### config.mk
export PLATFORM = sky130hd
export DESIGN_NAME = credit_display_scan
export DESIGN_NICKNAME = d
export VERILOG_FILES = /design/src/rtl/credit_display_scan.sv
export SDC_FILE = /design/constraint.sdc
export NUM_CORES = 1
export LEC_CHECK = 0
export BUFFER_PORTS_ARGS = -buffer_cell sky130_fd_sc_hd__buf_2
export CAP_MARGIN = 20
export CORE_ASPECT_RATIO = 0.6
export CORE_MARGIN = 8
export CORE_UTILIZATION = 24
export CTS_BUF_LIST = sky130_fd_sc_hd__clkbuf_4 sky130_fd_sc_hd__clkbuf_8 sky130_fd_sc_hd__clkbuf_16
export DETAILED_ROUTE_END_ITERATION = 8
export HOLD_SLACK_MARGIN = 0.15
export PLACE_DENSITY_LB_ADDON = 0.12
export SLEW_MARGIN = 40
export SYNTH_ARGS = -nofsm -noshare
export SYNTH_HDL_FRONTEND = slang
export SYNTH_SLANG_ARGS = --single-unit
### constraint.sdc
create_clock -name clk -period 5.4 [get_ports clk]
set_clock_uncertainty 0.15 [all_clocks]
set_input_delay 0.27 -clock clk [delete_from_list [all_inputs] [get_ports clk]]
set_output_delay 0.27 -clock clk [all_outputs]
set_load 0.02 [all_outputs]
### src/rtl/credit_display_scan.sv
// credit_display_scan: binary credit -> BCD (sequential double-dabble) and
// time-multiplexed digit scan feeding a hex-to-7-segment decoder.
// Optional build macro: LEADING_ZERO_BLANK_EN (blank leading-zero digit anodes).
module credit_display_scan #(
    parameter int NUM_DIGITS       = 4,
    parameter int VALUE_W          = 14,
    parameter int REFRESH_DIV      = 50000,
    parameter int ANODE_ACTIVE_LOW = 1
) (
    input  logic                  clk,
    input  logic                  rst_n,
    input  logic [VALUE_W-1:0]    value_in,
    input  logic                  load,
    output logic                  busy,
    output logic                  overflow,
    output logic [3:0]            digit_out,
    output logic [NUM_DIGITS-1:0] anode
);

    localparam int BCD_W = 4 * NUM_DIGITS;
    localparam int CNT_W = $clog2(VALUE_W + 1);
    localparam int PRE_W = $clog2(REFRESH_DIV);
    localparam int IDX_W = (NUM_DIGITS > 1) ? $clog2(NUM_DIGITS) : 1;
    localparam logic [31:0]      MAX_VALUE = 32'(10 ** NUM_DIGITS - 1);
    localparam logic [BCD_W-1:0] ALL_NINES = {NUM_DIGITS{4'h9}};

    typedef enum logic {
        IDLE,
        SHIFT
    } state_t;

    state_t             state;
    logic [VALUE_W-1:0] shreg;
    logic [BCD_W-1:0]   bcd;
    logic [BCD_W-1:0]   bcd_adj;
    logic [BCD_W-1:0]   bcd_next;
    logic [CNT_W-1:0]   bit_cnt;
    logic               ovf_pend;
    logic [BCD_W-1:0]   display;
    logic [PRE_W-1:0]   prescaler;
    logic [IDX_W-1:0]   idx;
    logic [31:0]        value_ext;
    logic [NUM_DIGITS-1:0] lit;
    logic [NUM_DIGITS-1:0] anode_raw;

    assign value_ext = 32'(value_in);
    assign busy      = (state == SHIFT);

    // One double-dabble step: add 3 to every nibble >= 5, then shift in the next MSB.
    always_comb begin
        bcd_adj = bcd;
        for (int unsigned i = 0; i < NUM_DIGITS; i++) begin
            if (bcd[4*i +: 4] >= 4'd5) begin
                bcd_adj[4*i +: 4] = bcd[4*i +: 4] + 4'd3;
            end
        end
        bcd_next = {bcd_adj[BCD_W-2:0], shreg[VALUE_W-1]};
    end

    // Conversion FSM: capture on load in IDLE, VALUE_W shift steps, then commit.
    always_ff @(posedge clk or negedge rst_n) begin
        if (!rst_n) begin
            state    <= IDLE;
            shreg    <= '0;
            bcd      <= '0;
            bit_cnt  <= '0;
            ovf_pend <= 1'b0;
            display  <= '0;
            overflow <= 1'b0;
        end else begin
            case (state)
                IDLE: begin
                    if (load) begin
                        shreg    <= value_in;
                        bcd      <= '0;
                        bit_cnt  <= '0;
                        ovf_pend <= (value_ext > MAX_VALUE);
                        state    <= SHIFT;
                    end
                end
                SHIFT: begin
                    bcd     <= bcd_next;
                    shreg   <= shreg << 1;
                    bit_cnt <= bit_cnt + 1'b1;
                    // Final step commits straight from the step result, so busy lasts VALUE_W cycles.
                    if (bit_cnt == CNT_W'(VALUE_W - 1)) begin
                        display  <= ovf_pend ? ALL_NINES : bcd_next;
                        overflow <= ovf_pend;
                        state    <= IDLE;
                    end
                end
                default: state <= IDLE;
            endcase
        end
    end

    // Free-running refresh prescaler and digit index.
    always_ff @(posedge clk or negedge rst_n) begin
        if (!rst_n) begin
            prescaler <= '0;
            idx       <= '0;
        end else if (prescaler == PRE_W'(REFRESH_DIV - 1)) begin
            prescaler <= '0;
            idx       <= (idx == IDX_W'(NUM_DIGITS - 1)) ? '0 : idx + 1'b1;
        end else begin
            prescaler <= prescaler + 1'b1;
        end
    end

    // Per-digit lit mask: leading zeros blanked only when the macro is defined.
    always_comb begin
`ifdef LEADING_ZERO_BLANK_EN
        lit = '0;
        for (int unsigned i = 0; i < NUM_DIGITS; i++) begin
            lit[i] = (i == 0) || ((display >> (4 * i)) != '0);
        end
`else
        lit = '1;
`endif
    end

    // Output decode from registers only: selected nibble and one-hot anode.
    always_comb begin
        digit_out = '0;
        anode_raw = '0;
        for (int unsigned i = 0; i < NUM_DIGITS; i++) begin
            if (idx == IDX_W'(i)) begin
                digit_out    = display[4*i +: 4];
                anode_raw[i] = lit[i];
            end
        end
        anode = (ANODE_ACTIVE_LOW != 0) ? ~anode_raw : anode_raw;
    end

endmodule

Word level (Yosys, flattened, before mapping)
Cells that the tools add are included.
- bits in registers: 71
- bits of input ports: 17
- output and inout bits: 10
- word-level logic and storage cells: 56
- add/sub/neg operators: 7
- order comparisons: 5
- equal/unequal tests: 6
- multiplexer cells: 24
- bitwise operators: 2
- reduce and logical (&&, ||, !) cells: 3
- operators with widths (operator ; number):
    16-bit 2-to-1 mux ; 3
    4-bit 2-to-1 mux ; 8
    16-bit one-hot mux with 2 select lines ; 1
    14-bit one-hot mux with 2 select lines ; 1
    16-bit by 1-bit adder with 16-bit output (second input constant) ; 1
    16-bit == test (second input constant) ; 1
    4-bit by 3-bit >= comparator with 1-bit output (second input constant) ; 4
    14-bit greater-than comparator (second input constant) ; 1
    14-bit 2-to-1 mux ; 1
    4-bit by 2-bit adder with 4-bit output (second input constant) ; 3
    4-bit one-hot mux with 2 select lines ; 1
    1-bit 2-to-1 mux ; 6
    4-bit by 1-bit adder with 4-bit output (second input constant) ; 1
    2-bit == test (second input constant) ; 2
    4-bit == test (second input constant) ; 1
    4-bit inverter ; 1
    2-bit AND reduction ; 2
    3-bit by 2-bit adder with 3-bit output (second input constant) ; 1
    3-bit 2-to-1 mux ; 1
    2-bit by 1-bit adder with 2-bit output (second input constant) ; 1
    2-bit by 1-bit == test with 1-bit output (second input constant) ; 1
    2-bit zero test ; 1
    2-bit 2-to-1 mux ; 1
    2-bit inequality test (second input constant) ; 1
    2 further kinds ; 2

Longest topological paths before layout
Gate-level depths: netlist (run 1).
- depth after elaboration: 5
- mapped depth: 6
- mapped depth without buffers: 6

Worst setup path before layout (run 1)
Ideal clock, no wire load.
- path type: register -> output
- from: register idx[0]
- to: output digit_out[0]
- arrival: 1577 ps
- data required time: 4980 ps
- slack: 3403 ps
- stages on the path, launching flop included: 7
- path buffers: 0
- cell sequence: dfrtp_1 -> inv_1 -> ha_1 -> inv_1 -> nor2_1 -> a221oi_1 -> o31ai_1
- longest elaborated chain between the ends: 5
- elaborated cells between the ends (all ways): 8
- classes of those cells: eq/ne: 3; mux: 4; reduce/logical: 1
- RTL lines (item ; RTL line ; RTL):
    from (decl) ; 41 ; logic [IDX_W-1:0] idx;
    from (signal assigned) ; 104 ; idx <= (idx == IDX_W'(NUM_DIGITS - 1)) ? '0 : idx + 1'b1;
    2-bit zero test ; 127 ; if (idx == IDX_W'(i)) begin
    4-bit 2-to-1 mux (3 in series) ; 127 ;
    4-bit 2-to-1 mux * ; 127 ;
    to (decl) ; 16 ; output logic [3:0] digit_out,
Mark *: on every way between the ends. The rest lies on a longest branch, timed or not.

Worst setup path after layout (run 1)
- from: register idx[1]
- to: output digit_out[2]
The elaborated chain is that of the path after synthesis.

==> impl_results.md, run 1 <==
* Startpoint types: flop
* RSZ-0062 raised after global routing: no
* Die footprint at 19000 sq um
* Congestion Overflow GR at 0
* Synth Warn # at 0
* DP HPWL at 5440 microns
* Wirelength per Cell at 13.7 microns
* Fin crit period at 2.50 ns
* Via Count at 2530
* Switch Pwr at 0.764 mW
* First-pass detailed-route iteration total at 4
* Worst skew pair latency at 0.34 ns
* Global-route wire length before repair at 13400 microns
* Core Footprint at 14500 sq um
* Most frequent cell after synthesis: dfrtp_1
* Drt drc at 0
* TritonCTS clock tree: done
* Async S/R FF share, synth at 100%
* Synth cell count leaders: dfrtp_1, nor2_1, nand2_1
* Worst-path clk slew at 0.06 ns
* Crit path kind: flop to output pin
* Worst EP required at 4.98 ns
* Slowest cell on the critical path: dfrtp_1
* Internal power at 1.45 mW
* Synth Cell Area at 3540 sq um
* Status: completed
* Gpl congestion at 0.701
* Synth top area share at 50.1%
* Syn Inst Count at 347
* Combinational Power Share at 32.8%
* Met3 Usage GRT at 3.06%
* Final net count at 419
* Post-cts sizing count at 0
* Met2 usage at 12.1%
* Final TNS setup at 0 ns
* PortBufs at 26
* CTS H-tree depth at 3
* Routed Antenna Nets at 0
* P_leak at 2.00 nW
* Relative slew slack at 50.5%
* Die X at 173 microns
* Most area-consuming cells after synthesis: dfrtp_1, mux2i_1, ha_1
* Clock tree sinks at 71
* Critical Path, Cell by Cell: inv_1 -> ha_1 -> nor2_1 -> a221oi_1 -> o31ai_1 -> buf_2
* Share of power burned in registers at 38.0%
* Worst VDD drop at 145 uV
* Vias in the first global route at 2486
* Cell variety after synth at 29
* Post-DR vias/cell at 4.29
* Number of max-cap violations at 0
* Syn avg cell area at 10.2 sq um
* Critical path's largest stage delay at 0.38 ns
* CP Data Arrival Time at 2.08 ns
* Slew @ Worst Pin at 0.738 ns
* Clock Path Buffers at 2
* Hold Path Class: primary input to flop
* Share of cells above drive strength 1 at 12.5%
* F_max at 0.400 GHz
* Synthesis-to-layout area growth at 23.4%
* Routed Wire Length at 8070 microns
* Num CTS Buffers at 9
* Seq cells post-synth at 71
* M1 GR Usage at 12.9%
* Period utilization at 46.3%
* Most used DFF post-synth: dfrtp_1
* Slew Limit Fails at 0
* Place WS at 3.17 ns
* Cell taking the most area after synthesis: dfrtp_1
* Final Hold Fails at 0
* Sequential element share of the synthesized area at 50.1%
* Worst setup margin at 2.90 ns
* Site row count at 34
* Sw Ratio at 34.5%
* Post-Syn Nets at 379
* CP Max Fanout at 6
* Busiest grt layer: met1
* Power Dens Cells at 506 nW/um^2
* Initial antenna violation count at 0
* DRT iter0 DRCs at 117
* Setup-failing EPs final at 0
* I/O pins at 27
* Layout Utilization at 30.2%
* Total power at 2.22 mW
* CP endpoint kind: output pin
* Largest net degree at the start of global routing at 72
* Clock power share at 29.2%
* Root Driver: clkbuf_16
* Diode count at 0
* Chip height at 110 microns
* Post-synth EDFFs at 0
* WHS at 0.250 ns
* GRT Resource Usage Total at 8.98%
* Initial Utilization at 24.5%
==> per-layer routing <==
layer  part of all wire [%]  routed length (microns)
met4                    1.6                      131
met5                      0                        0
met3                    4.5                      361
met2                     38                     3040
met1                     56                     4540
==> worst paths after layout <==
kind                                     endpoint  cells after the start                    from  slack (ns)
max                                  digit_out[2]                      6      idx[1]$_DFFE_PN0N_        2.90
min reg2reg                 shreg[10]$_DFFE_PN0P_                      2    shreg[9]$_DFFE_PN0P_        0.33
max in group asynchronous          busy$_DFF_PN0_                      3                   rst_n        4.13
max reg2reg                display[9]$_DFFE_PN0P_                      5  bit_cnt[1]$_DFFE_PN0P_        3.18
min                        bit_cnt[2]$_DFFE_PN0P_                      2                    load        0.25
min in group asynchronous     bcd[11]$_DFFE_PN0P_                      3                   rst_n        0.42
==> sequential cells by signal, summed over array words and instances (netlist names) <==
signal     flops
ovf_pend       1
bcd           16
overflow       1
busy           1
bit_cnt        4
prescaler     16
shreg         14
idx            2
display       16
==> worst max-delay path, delay by kind of cell (launching register included) <==
kind,cells,cell delay [ns]
AOI/OAI and AO/OA,2,0.49
adders and majority gates,1,0.27
buffers and inverters,2,0.32
and+or+nand+nor,1,0.28
DFF,1,0.38
==> final cells by class <==
class	instances	area [sq um]
Fill cell	1505	10100
Sequential cell	71	1780
Multi-Input combinational cell	242	1630
Timing Repair Buffer	45	329
Tap cell	198	248
Clock buffer	11	240
Clock inverter	5	82.6
Inverter	18	67.6
==> kinds of logic (layout without fill, tap and decap cells) <==
| logic type | after synthesis | in the layout | share of synthesized area [%] |
|---|---|---|---|
| XOR/XNOR | 20 | 20 | 4.94 |
| adder cells (fa/ha/maj) | 15 | 15 | 5.30 |
| flip-flops | 71 | 71 | 50.1 |
| multiplexers | 28 | 28 | 7.98 |
| AO/OA/AOI/OAI | 65 | 65 | 11.6 |
| AND/OR/NAND/NOR | 114 | 114 | 16.1 |
| buffers and inverters | 34 | 79 | 3.95 |
==> what timing repair did <==
item,in CTS,in global routing
endpoints found under the hold margin,86,0
hold buffers,16,0
setup buffers,0,0
==> placed cells by master, fill, tap and decap left out, types with 2 or more instances in the layout <==
cell           instances
ha_1                  15
o21ai_0               19
buf_2                 26
nand2_1               27
xor2_1                 5
nor4_1                 4
a21oi_1               18
nor3b_1               11
o31ai_1                7
xnor2_1               15
bufinv_16              2
nor2_1                31
nand4_1                5
dfrtp_1               70
clkbuf_16              9
a21o_1                 8
nor3_1                 7
a22o_1                 9
nand3_1                9
a221oi_1               4
inv_1                 18
clkbuf_4               2
nand2b_1              15
mux2i_1               26
dlygate4sd3_1         16
clkinv_4               2
==> metrics by stage <==
step / instances / area, sq um
CTS: 590 / 4370
global placement: 557 / 3860
global route: 590 / 4370
floorplan: 347 / 3540
detailed placement: 558 / 3890
finish: 590 / 4370
==> power by group through the flow <==
stage               registers (mW)  logic, mW  clock network (mW)
CTS                          0.843      0.742               0.668
floorplan                    0.817      0.549                   0
global placement             0.851      0.719                   0
global route                 0.870      0.829               0.689
detailed placement           0.852      0.729                   0
finish                       0.843      0.726               0.646
(Power assumes the default switching activity.)
==> run 2, diff against run 1 <==
==> constraint.sdc (replaced) <==
create_clock -name clk -period 2.2 [get_ports clk]
set_clock_uncertainty 0.15 [all_clocks]
set_input_delay 0.11 -clock clk [delete_from_list [all_inputs] [get_ports clk]]
set_output_delay 0.11 -clock clk [all_outputs]
set_load 0.02 [all_outputs]
==> impl_results.md, run 2 (synthesized netlist as in run 1, its figures left out) <==
* Status: completed
* First-pass detailed-route iteration total at 4
* Clock Path Buffers at 2
* Slew @ Worst Pin at 0.520 ns
* Met2 wire length at 3020 microns
* Post-DR vias/cell at 4.27
* Max Used Layer: met4
* Initial Utilization at 24.5%
* I/O pins at 27
* Die footprint at 19000 sq um
* Congestion Overflow GR at 0
* CTS H-tree depth at 3
* Num CTS Buffers at 9
* Die X at 173 microns
* Design area at 4420 sq um
* Fin crit period at 2.13 ns
* Most frequent cells in the layout: dfrtp_1, nor2_1, nand2_1, mux2i_1, buf_2
* Combinational Power Share at 32.6%
* Via Count at 2531
* Number of fill cells at 1529
* Sw Ratio at 34.1%
* Cell count along the critical path at 6
* Slowest cell on the critical path: dfrtp_1
* Internal power at 3.61 mW
* P_leak at 2.02 nW
* Startpoint types: flop
* Total power at 5.48 mW
* Number of max-cap violations at 0
* Share of power burned in registers at 38.5%
* CP Max Fanout at 6
* Clock power share at 28.9%
* Post-DP Area at 3920 sq um
* Biggest registers after layout: bcd x16, display x16, prescaler x16
* Wirelength per Cell at 13.7 microns
* Worst r2r src: prescaler[12]$_DFF_PN0_
* CP endpoint kind: output pin
* Hold Path Class: primary input to asynchronous set/reset pin
* Share of cells above drive strength 1 at 13.9%
* Initial antenna violation count at 0
* Setup-failing EPs final at 0
* F_max at 0.470 GHz
* PortBufs at 26
* Synthesis-to-layout area growth at 24.9%
* Diode count at 0
* Final cell count without fillers at 593
* Buf/Inv on CP at 2
* Layout Utilization at 30.6%
* FF-to-FF path depth at 4
* Worst-path clk slew at 0.06 ns
* Power Dens Cells at 1240 nW/um^2
* Period utilization at 96.7%
* Worst VDD drop at 322 uV
* Crit path kind: flop to output pin
* Met3 wire length at 300 microns
* Clock tree sinks at 71
* Global-route wire length before repair at 13900 microns
* Critical Path, Cell by Cell: inv_1 -> ha_1 -> nor2_2 -> a221oi_1 -> o31ai_1 -> buf_2
* Critical path's largest stage delay at 0.41 ns
* Worst setup path start: idx[1]$_DFFE_PN0N_
* Relative slew slack at 65.4%
* DP HPWL at 5560 microns
* DRT iter0 DRCs at 155
* Final net count at 422
* Chip height at 110 microns
* Core Footprint at 14500 sq um
* Site row count at 34
* RSZ-0062 raised after global routing: yes
* FF-to-FF setup slack at 0.34 ns
* Routed Wire Length at 8140 microns
* Largest net degree at the start of global routing at 72
* Slew Limit Fails at 0
* Final Hold Fails at 0
* Vias in the first global route at 2538
* Gpl congestion at 0.702
* Routed Antenna Nets at 0
* Worst skew pair latency at 0.33 ns
* Post-Route M1 WL at 4770 microns
* CP Data Arrival Time at 1.87 ns
* RR Endpoint: idx[1]$_DFFE_PN0N_
* TritonCTS clock tree: done
* Switch Pwr at 1.87 mW
* Post-CTS Setup Bufs at 0
* Root Driver: clkbuf_16
* Placed Cells incl. Taps at 561
* GRT Resource Usage Total at 9.13%
* Drt drc at 0
* Cell family with most CP delay: compound AO/OA/AOI/OAI gates
* Most common cell after layout, fill and taps aside: dfrtp_1
* CP Capture Point: digit_out[1]
* Worst EP required at 1.94 ns
[run 2: changes by cell type in the layout (fill, tap and decap cells not counted)]
cell	before	now
a221oi_2	0	1
o31ai_2	0	1
clkbuf_8	0	1
buf_6	1	0
a221oi_1	4	3
buf_4	1	5
o31ai_1	7	6
inv_2	0	1
buf_12	1	2
buf_2	26	25
clkbuf_4	2	1
inv_1	18	17
clkinvlp_4	0	1
clkinv_4	2	1
[run 2: tightest hold or removal path, stage by stage]
cell and delay [ns]:
dlygate4sd3_1 0.52, buf_2 0.12, buf_12 0.35
[run 2: layout make-up]
cell class	count	area [sq um]	share of cell area, %
clock buffer	11	246	5.57
sequential	71	1780	40.2
multi-input combinational	242	1640	37.1
inverter	18	67.6	1.53
tap	198	248	5.60
clock inverter	5	81.3	1.84
timing repair buffer	48	363	8.20
[run 2: worst min path at each step]
stage,startpoint,end,cells past startpoint
5_1_grt,rst_n,bcd[13]$_DFFE_PN0P_,3
3_5_place_dp,rst_n,display[13]$_DFFE_PN0P_,2
6_report,rst_n,bcd[12]$_DFFE_PN0P_,3
3_3_place_gp,rst_n,bcd[12]$_DFFE_PN0P_,2
4_1_cts,rst_n,bcd[12]$_DFFE_PN0P_,3
2_1_floorplan,rst_n,bcd[0]$_DFFE_PN0P_,0
[run 2: timing repair]
| item | CTS | global route |
|---|---|---|
| endpoints found under the hold margin | 86 | 0 |
| endpoints found under the setup margin | 0 | 4 |
| gates resized for setup | 0 | 5 |
| hold buffers | 16 | 0 |
[run 2: per-stage QoR]
| step | TNS, ns | hold WS [ns] | setup slack (ns) |
|---|---|---|---|
| floorplan | 0 | -0.336 | 0.363 |
| global placement | 0 | 0.0300 | 0.354 |
| detailed placement | 0 | 0.0244 | 0.363 |
| CTS | 0 | 0.209 | 0.0105 |
| global route | -0.0757 | 0.227 | -0.0380 |
| finish | 0 | 0.208 | 0.0730 |
[run 2: routing by layer]
layer	track usage (%)	vias up
met2	12.2	35
met3	2.93	5
li1	-	1289
met4	2.20	0
met1	13.7	1202
met5	0	-
[run 2: power by group through the flow]
stage	registers (mW)	logic [mW]	clock network, mW
finish	2.11	1.78	1.58
floorplan	2.01	1.35	0
global placement	2.13	1.74	0
global route	2.18	2.02	1.71
CTS	2.11	1.81	1.65
detailed placement	2.13	1.78	0
==> run 3, diff against run 2 <==
--- a/config.mk
+++ b/config.mk
@@ -14,6 +14,7 @@
 export DETAILED_ROUTE_END_ITERATION = 8
 export HOLD_SLACK_MARGIN = 0.15
 export PLACE_DENSITY_LB_ADDON = 0.12
+export REMOVE_ABC_BUFFERS = 1
 export SLEW_MARGIN = 40
 export SYNTH_ARGS = -nofsm -noshare
 export SYNTH_HDL_FRONTEND = slang
==> impl_results.md, run 3 (synthesized netlist as in run 1, its figures left out) <==
* Status: completed
* Final net count at 423
* Number of fill cells at 1510
* Most frequent cells in the layout: dfrtp_1, nor2_1, nand2_1, mux2i_1, buf_2
* Worst setup margin at 0.115 ns
* Worst EP required at 1.94 ns
* Share of power burned in registers at 37.8%
* Gpl congestion at 0.707
* Place WS at 0.295 ns
* Startpoint types: flop
* Clock tree sinks at 71
* Power Dens Cells at 1230 nW/um^2
* Wirelength per Cell at 14.0 microns
* DP HPWL at 5540 microns
* Die X at 173 microns
* Routed Wire Length at 8310 microns
* Cell family with most CP delay: buffers and inverters
* TritonCTS clock tree: done
* Vias in the first global route at 2658
* CTS H-tree depth at 3
* Post-DR vias/cell at 4.33
* PortBufs at 26
* Worst VDD drop at 411 uV
* Synthesis-to-layout area growth at 25.0%
* Fin crit period at 2.08 ns
* Slew @ Worst Pin at 0.577 ns
* First-pass detailed-route iteration total at 4
* F_max at 0.480 GHz
* Diode count at 0
* I/O pins at 27
* Final Hold Fails at 0
* FF-to-FF setup slack at 0.33 ns
* Critical path's largest stage delay at 0.41 ns
* Clock Path Buffers at 2
* Relative slew slack at 61.6%
* Drt drc at 0
* Total power at 5.46 mW
* Routed Antenna Nets at 0
* Slowest cell on the critical path: dfrtp_1
* Biggest registers after layout: bcd x16, display x16, prescaler x16
* CP Data Arrival Time at 1.82 ns
* Via Count at 2565
* P_leak at 2.03 nW
* Setup-failing EPs final at 0
* Sw Ratio at 33.9%
* Num CTS Buffers at 9
* Worst skew pair latency at 0.33 ns
* Design area at 4430 sq um
* GRT Resource Usage Total at 9.31%
* Worst setup path start: idx[0]$_DFFE_PN0N_
* Slew Limit Fails at 0
* Root Driver: clkbuf_16
* Post-DP Area at 3930 sq um
* Combinational Power Share at 33.4%
* Hold Path Class: primary input to asynchronous set/reset pin
* Site row count at 34
* Congestion Overflow GR at 0
* Switch Pwr at 1.85 mW
* Largest net degree at the start of global routing at 72
* Crit path kind: flop to output pin
* Register Area at 1780 sq um
* CP endpoint kind: output pin
* Buf/Inv on CP at 3
* Period utilization at 94.8%
* Global-route wire length before repair at 14100 microns
* Initial Utilization at 24.5%
* Die footprint at 19000 sq um
* Share of cells above drive strength 1 at 14.2%
* Critical Path, Cell by Cell: inv_1 -> ha_1 -> inv_1 -> nor2_1 -> o31ai_2 -> buf_4
* Chip height at 110 microns
* Worst r2r src: prescaler[12]$_DFF_PN0_
* Most common cell after layout, fill and taps aside: dfrtp_1
* Clock power share at 28.8%
* Worst path most repeated cell: inv_1
* Number of max-cap violations at 0
* Internal power at 3.61 mW
* DRT iter0 DRCs at 148
* Area of the multi-input gates at 1650 sq um
* RSZ-0062 raised after global routing: no
* Core Footprint at 14500 sq um
* Initial antenna violation count at 0
* Worst-path clk slew at 0.06 ns
* CP Max Fanout at 5
## run 3: cell count changes in the layout (fill, tap and decap cells not counted), sizes merged
cell | before | now
clkinvlp | 1 | 0
buf | 32 | 33
## run 3: repair_timing
action,4_1_cts,5_1_grt
resized for setup,3,4
hold endpoints to repair,86,0
setup buffers,0,0
setup endpoints to repair,3,3
pin swaps,2,0
hold buffers,16,0
## run 3: worst paths after layout
path                                               end  cells after the start
worst max-delay path                      digit_out[3]                      6
worst min-delay path              shreg[2]$_DFFE_PN0P_                      3
worst max register to register      idx[1]$_DFFE_PN0N_                      4
worst min register to register    shreg[4]$_DFFE_PN0P_                      2
max in group asynchronous        shreg[10]$_DFFE_PN0P_                      3
min in group clk                bit_cnt[2]$_DFFE_PN0P_                      2
## run 3: per-layer routing
| layer | vias up | wire [microns] | track usage [%] |
|---|---|---|---|
| met3 | 10 | 252 | 2.38 |
| met4 | 0 | 131 | 3.55 |
| met2 | 27 | 3380 | 13.7 |
| met1 | 1237 | 4540 | 13.0 |
| li1 | 1291 | - | - |
| met5 | - | 0 | 0 |
## run 3: power by group through the flow
| stage | clock network [mW] | registers [mW] | logic, mW |
|---|---|---|---|
| 3_5_place_dp | 0 | 2.08 | 1.80 |
| 2_1_floorplan | 0 | 2.10 | 1.25 |
| 3_3_place_gp | 0 | 2.09 | 1.77 |
| 4_1_cts | 1.62 | 2.07 | 1.84 |
| 6_report | 1.57 | 2.07 | 1.83 |
| 5_1_grt | 1.69 | 2.14 | 2.08 |
## run 3: final cells by class
cell class              instances  area share [%]
well taps                     198            5.59
clock inverters                 4            1.58
clock buffers                  11            5.56
inverters                      18            1.53
repair buffers                 49            8.42
multi-input cells             242            37.2
flip-flops and latches         71            40.1
## run 3: through the flow
stage                     util (%)  hold WS, ns  std cells  setup TNS (ns)
final                         30.6        0.169        593               0
after global routing          30.6        0.219        593               0
after CTS                     30.5        0.188        593               0
after detailed placement      27.2       0.0284        562               0
after global placement        27.2       0.0324        562               0
after floorplan                  -       -0.336        331          -13.74
## run 3: worst register-to-register path: stages (launching register included)
cell and delay [ns]:
dfrtp_1 0.42, nor4bb_1 0.46, nand4_1 0.17, nor3_2 0.21, mux2_2 0.36
